File: src/rtl/fixed_point_pkg.sv
// Shared definitions for the sign-magnitude fixed-point datapath (Q4.11 at 16 bits).
// Holds word-size defaults, the MAC state encoding and the sign-magnitude to two's-complement helper.
package fixed_point_pkg;

   localparam int DEF_BITSIZE = 16;
   localparam int FRAC_BITS   = 11;

   typedef enum logic [1:0] {
      IDLE  = 2'd0,
      ACCUM = 2'd1,
      DONE  = 2'd2
   } state_t;

   // Returns a 32-bit two's-complement value; callers slice it to their own width.
   // Negative zero maps to zero because the magnitude is tested before negation.
   function automatic logic signed [31:0] sm_to_tc(input logic [31:0] word, input int unsigned width);
      logic signed [31:0] mag;
      logic               sgn;
      sgn = word[width - 1];
      mag = signed'(word & ((32'd1 << (width - 1)) - 32'd1));
      if (sgn && (mag != 32'sd0)) begin
         return -mag;
      end
      return mag;
   endfunction

endpackage

File: src/rtl/fixed_point_sat_pack.sv
// Clamps a wide two's-complement sum to +/-MAX and repacks it as sign-magnitude.
// The most negative word is unrepresentable in sign-magnitude and clamps to -MAX.
module fixed_point_sat_pack #(
   parameter int BITSIZE = 16,
   parameter int ACC_W   = 20
) (
   input  logic signed [ACC_W-1:0]   sum,
   output logic        [BITSIZE-1:0] data,
   output logic                      sat
);

   localparam logic signed [ACC_W-1:0] MAX_P = {{(ACC_W-BITSIZE+1){1'b0}}, {(BITSIZE-1){1'b1}}};
   localparam logic signed [ACC_W-1:0] MAX_N = -MAX_P;

   logic signed [ACC_W-1:0] mag;

   // NOTE: every output gets a default first so no path through the if-chain can infer a latch.
   always_comb begin
      data = '0;
      sat  = 1'b0;
      mag  = (sum < 0) ? -sum : sum;
      if (sum > MAX_P) begin
         data = {1'b0, {(BITSIZE-1){1'b1}}};
         sat  = 1'b1;
      end else if (sum < MAX_N) begin
         data = {1'b1, {(BITSIZE-1){1'b1}}};
         sat  = 1'b1;
      end else begin
         data = {(sum < 0), mag[BITSIZE-2:0]};
      end
   end

endmodule

File: src/rtl/fixed_point_mac_accumulator.sv
// Neuron dot-product stage: sums N_TERMS sign-magnitude products plus a bias,
// then saturates and presents the result on a valid/ready output.
module fixed_point_mac_accumulator
   import fixed_point_pkg::*;
#(
   parameter int BITSIZE = DEF_BITSIZE,
   parameter int N_TERMS = 8,
   parameter int GUARD   = 4
) (
   input  logic               clk,
   input  logic               rst_n,
   input  logic               in_valid,
   output logic               in_ready,
   input  logic [BITSIZE-1:0] in_data,
   input  logic [BITSIZE-1:0] bias,
   output logic               out_valid,
   input  logic               out_ready,
   output logic [BITSIZE-1:0] out_data,
   output logic               out_sat,
   output logic               busy
);

   localparam int ACC_W = BITSIZE + GUARD;
   localparam int CNT_W = (N_TERMS > 1) ? $clog2(N_TERMS + 1) : 1;

   // With N_TERMS <= 2^GUARD-1, (N_TERMS+1)*MAX cannot reach the accumulator sign bit.
   if (N_TERMS < 1 || N_TERMS > (2**GUARD) - 1) begin : g_bad_terms
      $error("fixed_point_mac_accumulator: N_TERMS out of range 1..2^GUARD-1");
   end
   if (ACC_W > 32) begin : g_bad_width
      $error("fixed_point_mac_accumulator: BITSIZE+GUARD must not exceed 32");
   end

   state_t                  state;
   logic signed [ACC_W-1:0] acc;
   logic signed [ACC_W-1:0] acc_next;
   logic signed [31:0]      tc_in_full;
   logic signed [31:0]      tc_bias_full;
   logic signed [ACC_W-1:0] tc_in;
   logic signed [ACC_W-1:0] tc_bias;
   logic [CNT_W-1:0]        count;
   logic                    beat;
   logic                    last_beat;
   logic [BITSIZE-1:0]      sat_data;
   logic                    sat_flag;

   assign in_ready = (state != DONE);
   assign busy     = (state != IDLE);
   assign beat     = in_valid && in_ready;

   assign tc_in_full   = sm_to_tc(32'(in_data), BITSIZE);
   assign tc_bias_full = sm_to_tc(32'(bias), BITSIZE);
   assign tc_in        = tc_in_full[ACC_W-1:0];
   assign tc_bias      = tc_bias_full[ACC_W-1:0];

   always_comb begin
      acc_next = acc;
      case (state)
         IDLE:    acc_next = tc_bias + tc_in;
         ACCUM:   acc_next = acc + tc_in;
         default: acc_next = acc;
      endcase
   end

   assign last_beat = beat && (((state == IDLE) && (N_TERMS == 1)) ||
                               ((state == ACCUM) && (count == CNT_W'(N_TERMS - 1))));

   // The output register is fed from acc_next so the result lands on the final-beat edge.
   fixed_point_sat_pack #(
      .BITSIZE (BITSIZE),
      .ACC_W   (ACC_W)
   ) u_sat_pack (
      .sum  (acc_next),
      .data (sat_data),
      .sat  (sat_flag)
   );

   // NOTE: sequential state uses non-blocking assignments so every register samples pre-edge values.
   always_ff @(posedge clk or negedge rst_n) begin
      if (!rst_n) begin
         state     <= IDLE;
         acc       <= '0;
         count     <= '0;
         out_valid <= 1'b0;
         out_data  <= '0;
         out_sat   <= 1'b0;
      end else begin
         case (state)
            IDLE: begin
               if (beat) begin
                  acc   <= acc_next;
                  count <= CNT_W'(1);
                  state <= (N_TERMS == 1) ? DONE : ACCUM;
               end
            end
            ACCUM: begin
               if (beat) begin
                  acc   <= acc_next;
                  count <= count + 1'b1;
                  if (last_beat) begin
                     state <= DONE;
                  end
               end
            end
            DONE: begin
               if (out_ready) begin
                  state <= IDLE;
                  acc   <= '0;
                  count <= '0;
               end
            end
            default: state <= IDLE;
         endcase

         if (last_beat) begin
            out_valid <= 1'b1;
            out_data  <= sat_data;
            out_sat   <= sat_flag;
         end else if (out_valid && out_ready) begin
            out_valid <= 1'b0;
         end
      end
   end

endmodule
File: config.mk
export PLATFORM = sky130hd
export DESIGN_NAME = fixed_point_mac_accumulator
export DESIGN_NICKNAME = d
export VERILOG_FILES = /design/src/rtl/fixed_point_pkg.sv /design/src/rtl/fixed_point_sat_pack.sv /design/src/rtl/fixed_point_mac_accumulator.sv
export SDC_FILE = /design/constraint.sdc
export NUM_CORES = 1
export LEC_CHECK = 0
export CORE_ASPECT_RATIO = 0.6
export CORE_UTILIZATION = 52
export CTS_CLUSTER_DIAMETER = 50
export DETAILED_ROUTE_END_ITERATION = 6
export HOLD_SLACK_MARGIN = 0.12
export PLACE_DENSITY = 0.78
export SKIP_CTS_REPAIR_TIMING = 1
export SLEW_MARGIN = 20
export SYNTH_ARGS = -nofsm -noshare
export SYNTH_HDL_FRONTEND = slang
export SYNTH_SLANG_ARGS = --single-unit
export TNS_END_PERCENT = 10
File: constraint.sdc
create_clock -name clk -period 5.1 [get_ports clk]
set_clock_uncertainty 0.15 [all_clocks]
set_input_delay 1.02 -clock clk [delete_from_list [all_inputs] [get_ports clk]]
set_output_delay 1.02 -clock clk [all_outputs]
set_load 0.02 [all_outputs]
==> results.md <==
- The synthesized netlist devotes around 33% of its cell area to compound gates.
- Using the TritonRoute via totals, the vias-per-cell ratio works out to 6.48.
- Buffers inserted during clock tree synthesis total 5.
- The number of slew-limit violations in the final report was 0.
- A synthesized cell averages 8.03 um^2.
- The final layout contains routed wiring with a total length of 18.4 mm.
- IR analysis of the VDD net gives a maximum drop of 0.000441 V.
- The area fraction in and, or, nand and nor cells after synthesis is 21.9%.
- At the end of the flow the core is filled with cells to 82.8%.
- The mux contribution to synthesized area is under 10%.
- The largest fanout on the critical path is 5.
- The antenna diode instance count is 0.
- In the detailed route, the total length drawn on met3 is ~1.9 mm.
- The share of the Yosys chip area taken by registers is 23.2%.
- The total met2 wirelength after detailed routing is between 8 and 9 mm.
- The synthesized netlist contains a little over 80 unique library cells.
- The sequential cell area in the final layout is 0.00110 mm^2.
- The final estimated routing congestion in global placement is 1.02.
- The worst-case headroom to the max-slew limit is 52.5%.
- The number of flops mapped to enable cells by yosys is 0.
- The number of filler instances in the final layout is 485.
- The smallest clock period supported by the final layout is computed as 6.24 ns.
- Summed over all nets, the half-perimeter wirelength after detailed placement is 13.0 mm.
- The dominant register cell in the synthesized netlist is sky130_fd_sc_hd__dfrtp_1.
- In the final routing, the length of wire on met1 measures between 7 and 8 mm.
- For this run, design rule violations remaining after detail routing come to 1.
- The worst setup path is launched from an input pin.
- The synthesis warning total is 0.
- The pin count of the biggest net entering global routing is 45.
- The length of the first detailed-routing pass in iterations is 7.
- The final global-route overflow total is 0.
- The wire length of the first global-routing pass is 27.2 mm.
- The checks that failed: DRC, setup timing.
- The count of input and output buffers is 55.
- In this run the deepest clock path goes through 2 buffers.
- Pin placement for this block handled 56 I/O pins.
- By area, the combinational part of the netlist is dominated by compound AO/OA/AOI/OAI gates.
- The number of nets handed over by synthesis was between 600 and 700.
- The worst register-to-register path has a depth of 19.
- The overall via count from detail_route is 5958.
- The cell leakage power is 3.30 nW.
- On the final layout, the worst hold slack is 0.326 ns.
- After detailed routing, the average wire length per cell comes to 20.0 um.
- Cells with a size suffix above 1 make up 34.8% of the layout.
- For flop-to-flop paths, the worst setup slack is -0.13 ns.
- The kind of critical path is input pin to flip-flop.
- Across all setup checks in the final design, the least slack found is -1.14 ns.
- The core area is between 0.008 and 0.009 mm^2.
- The final cycle utilization of the critical path is 122%.
- For this design the ratio of total power to cell area is between 600 and 700 mW/mm^2.
- CTS placed an instance of sky130_fd_sc_hd__clkbuf_16 at the clock tree root.
- Counting every instance in the synthesized netlist gives between 500 and 600.
- The multi-input combinational cells in the finished layout cover a total of 0.00379 mm^2.
- The type of destination of the critical path is a flip-flop.
- The clock drives 44 sinks.
- The startpoint identified for the worst register-to-register timing path is state[1].
- The global-route total usage across every layer is 35.9%.
- The worst flop-to-flop path endpoint is out_data[9].
- The clock latency at the later pin of the worst-skew pair is 0.30 ns.
- The mapped netlist covers 0.00475 mm^2.
- The post-CTS clock slew at the launch and capture registers of the worst setup and hold paths is 0.07 ns.
- The share of async-settable or async-resettable flops after synthesis is 100%.
- The uppermost layer routed is met4.
- The measured slew at the worst slew-check pin is 0.712 ns.
- Of the total synthesized cell area, the portion taken by XOR and XNOR cells is 7.93%.
- The violation count after the first detailed-routing iteration is 814.
- The number of routed nets with antenna violations is 0.
- The initial antenna violation count was 0.
- Setup repair after global routing could not meet its margin everywhere.
- The area enclosed by the die boundary is 0.00954 mm^2.
- The data required time at the worst endpoint is 5.13 ns.
- The maximum clock rate is about 160 MHz.
- STA puts the critical path data arrival time at 6.27 ns.
- The most critical setup path has its endpoint at out_data[9].
- The via count of the first global-routing pass is between 5000 and 6000.
- The clock tree synthesis step divided the H-tree into 2 levels.
- The run finished, with violations left.
- In this run the worst hold path is classified as flip-flop to flip-flop.
- The number of maximum-capacitance constraint violations is 0.
- Relative to the synthesized area, the layout overhead comes to 51.3%.
- The number of hold violations in the final report is 0.
- The vertical extent of the die is between 70 and 80 um.
- For this configuration, the core starts out at a cell density of 54.7%.
- The synthesized flop and latch total is 44.
- TritonCTS built the clock tree.
- At the end of the flow, the number of nets in the layout was approximately 870.
- Setup violations remaining at the end of the flow were counted as 17.
- The adder and majority cell fraction of the synthesized area is 8.06%.
- The floorplan step set the die width to 125 um.
- The start point of the critical path is bias[10].
- The floorplan has 26 rows.
## kinds of logic after synthesis
kind of cell               Yosys count
and+or+nand+nor                    213
buffers and inverters               46
adders and majority gates           30
DFF                                 44
muxes                                8
AOI/OAI and AO/OA                  208
xor gates and xnor gates            43
## routing by layer
layer,vias up,track usage (%)
li1,2646,-
met3,64,7.44
met5,-,0
met1,2852,49.4
met4,0,8.41
met2,396,57.7
## cells in the mapped netlist (9+ instances only)
cell type	count	share of area, %
sky130_fd_sc_hd__ha_1	29	7.6
sky130_fd_sc_hd__dfrtp_1	44	23
sky130_fd_sc_hd__inv_1	19	1.5
sky130_fd_sc_hd__nand3_1	19	2.0
sky130_fd_sc_hd__and2_1	11	1.4
sky130_fd_sc_hd__nand2_1	83	6.6
sky130_fd_sc_hd__clkbuf_1	16	1.3
sky130_fd_sc_hd__o21ai_0	55	5.8
sky130_fd_sc_hd__xnor2_1	23	4.2
sky130_fd_sc_hd__a21o_1	14	2.2
sky130_fd_sc_hd__a21oi_1	30	3.2
sky130_fd_sc_hd__nor3_1	10	1.1
sky130_fd_sc_hd__nand4_1	12	1.6
sky130_fd_sc_hd__a22o_1	9	1.7
sky130_fd_sc_hd__xor2_1	20	3.7
sky130_fd_sc_hd__nor2_1	40	3.2
sky130_fd_sc_hd__o31ai_1	9	1.4
## registers in the layout, summed over array words and instances, names as in the netlist
signal	cells
acc	20
out_sat	1
out_data	16
out_valid	1
count	4
state	2
## through the flow
stage          std cells  power [mW]  TNS (ns)  setup WS (ns)  instance area, um^2
2_1_floorplan        592        2.54    -14.29          -1.15                 4800
3_3_place_gp         901        3.91    -24.02          -1.61                 6620
3_5_place_dp         901        4.04    -28.63          -1.83                 6620
4_1_cts              909        4.47    -22.83          -1.57                 6790
5_1_grt              920        5.19    -17.80          -1.26                 7190
6_report             920        4.91    -15.03          -1.14                 7190
## power breakdown
group | switching, mW | internal, mW | total, mW | leakage, nW
logic | 2.12 | 1.82 | 3.94 | 2.64
clock network | 0.152 | 0.246 | 0.398 | 0.0871
registers | 0.112 | 0.464 | 0.576 | 0.575
total | 2.39 | 2.53 | 4.91 | 3.30
## worst min-delay path by stage
stage,start,end,slack [ns],cells after the start
4_1_cts,out_valid,out_valid,0.33,1
2_1_floorplan,acc[14],acc[14],0.32,2
3_5_place_dp,out_valid,out_valid,0.32,1
3_3_place_gp,out_data[15],out_data[15],0.31,1
5_1_grt,out_valid,out_valid,0.37,1
6_report,out_valid,out_valid,0.33,1
## worst max-delay path, cell delays in order
cell                        delay [ns]
sky130_fd_sc_hd__buf_6            0.09
sky130_fd_sc_hd__or4_4            0.53
sky130_fd_sc_hd__or4_4            0.53
sky130_fd_sc_hd__o21a_4           0.26
sky130_fd_sc_hd__a21oi_4          0.18
sky130_fd_sc_hd__o21ai_4          0.11
sky130_fd_sc_hd__fa_2             0.37
sky130_fd_sc_hd__a211o_4          0.37
sky130_fd_sc_hd__a221oi_4         0.28
sky130_fd_sc_hd__o21a_2           0.23
sky130_fd_sc_hd__xor2_2           0.21
sky130_fd_sc_hd__o211ai_2         0.16
sky130_fd_sc_hd__a2111oi_4        0.27
sky130_fd_sc_hd__and2_4           0.22
sky130_fd_sc_hd__nand2_2          0.06
sky130_fd_sc_hd__nand3_2          0.10
sky130_fd_sc_hd__ha_4             0.22
sky130_fd_sc_hd__nor2_4           0.10
sky130_fd_sc_hd__and3_4           0.21
sky130_fd_sc_hd__a41oi_4          0.05
sky130_fd_sc_hd__or4_1            0.55
sky130_fd_sc_hd__o221a_2          0.13
## placed cells by master (no fill, tap or decap), types with 7 or more instances in the layout
master	netlist	final
sky130_fd_sc_hd__a21o_1	14	14
sky130_fd_sc_hd__nand3_1	19	15
sky130_fd_sc_hd__nor2_1	40	37
sky130_fd_sc_hd__buf_4	1	178
sky130_fd_sc_hd__nand4_1	12	12
sky130_fd_sc_hd__inv_1	19	17
sky130_fd_sc_hd__ha_1	29	24
sky130_fd_sc_hd__o21ai_1	5	9
sky130_fd_sc_hd__o21ai_0	55	48
sky130_fd_sc_hd__dlymetal6s2s_1	0	9
sky130_fd_sc_hd__o31ai_1	9	8
sky130_fd_sc_hd__a22o_1	9	9
sky130_fd_sc_hd__nand2_1	83	81
sky130_fd_sc_hd__xnor2_1	23	22
sky130_fd_sc_hd__clkdlybuf4s50_1	0	42
sky130_fd_sc_hd__dfrtp_1	44	44
sky130_fd_sc_hd__and2_1	11	9
sky130_fd_sc_hd__a21oi_1	30	27
sky130_fd_sc_hd__o211ai_1	7	7
sky130_fd_sc_hd__xor2_1	20	18
## cell type report
class                   count  area share [%]
multi-input cells         503            52.8
repair buffers            233            26.5
flip-flops and latches     44            15.3
well taps                 112            1.95
clock buffers               6            1.93
inverters                  20            1.04
clock inverters             2           0.540
(Power assumes the default switching activity.)
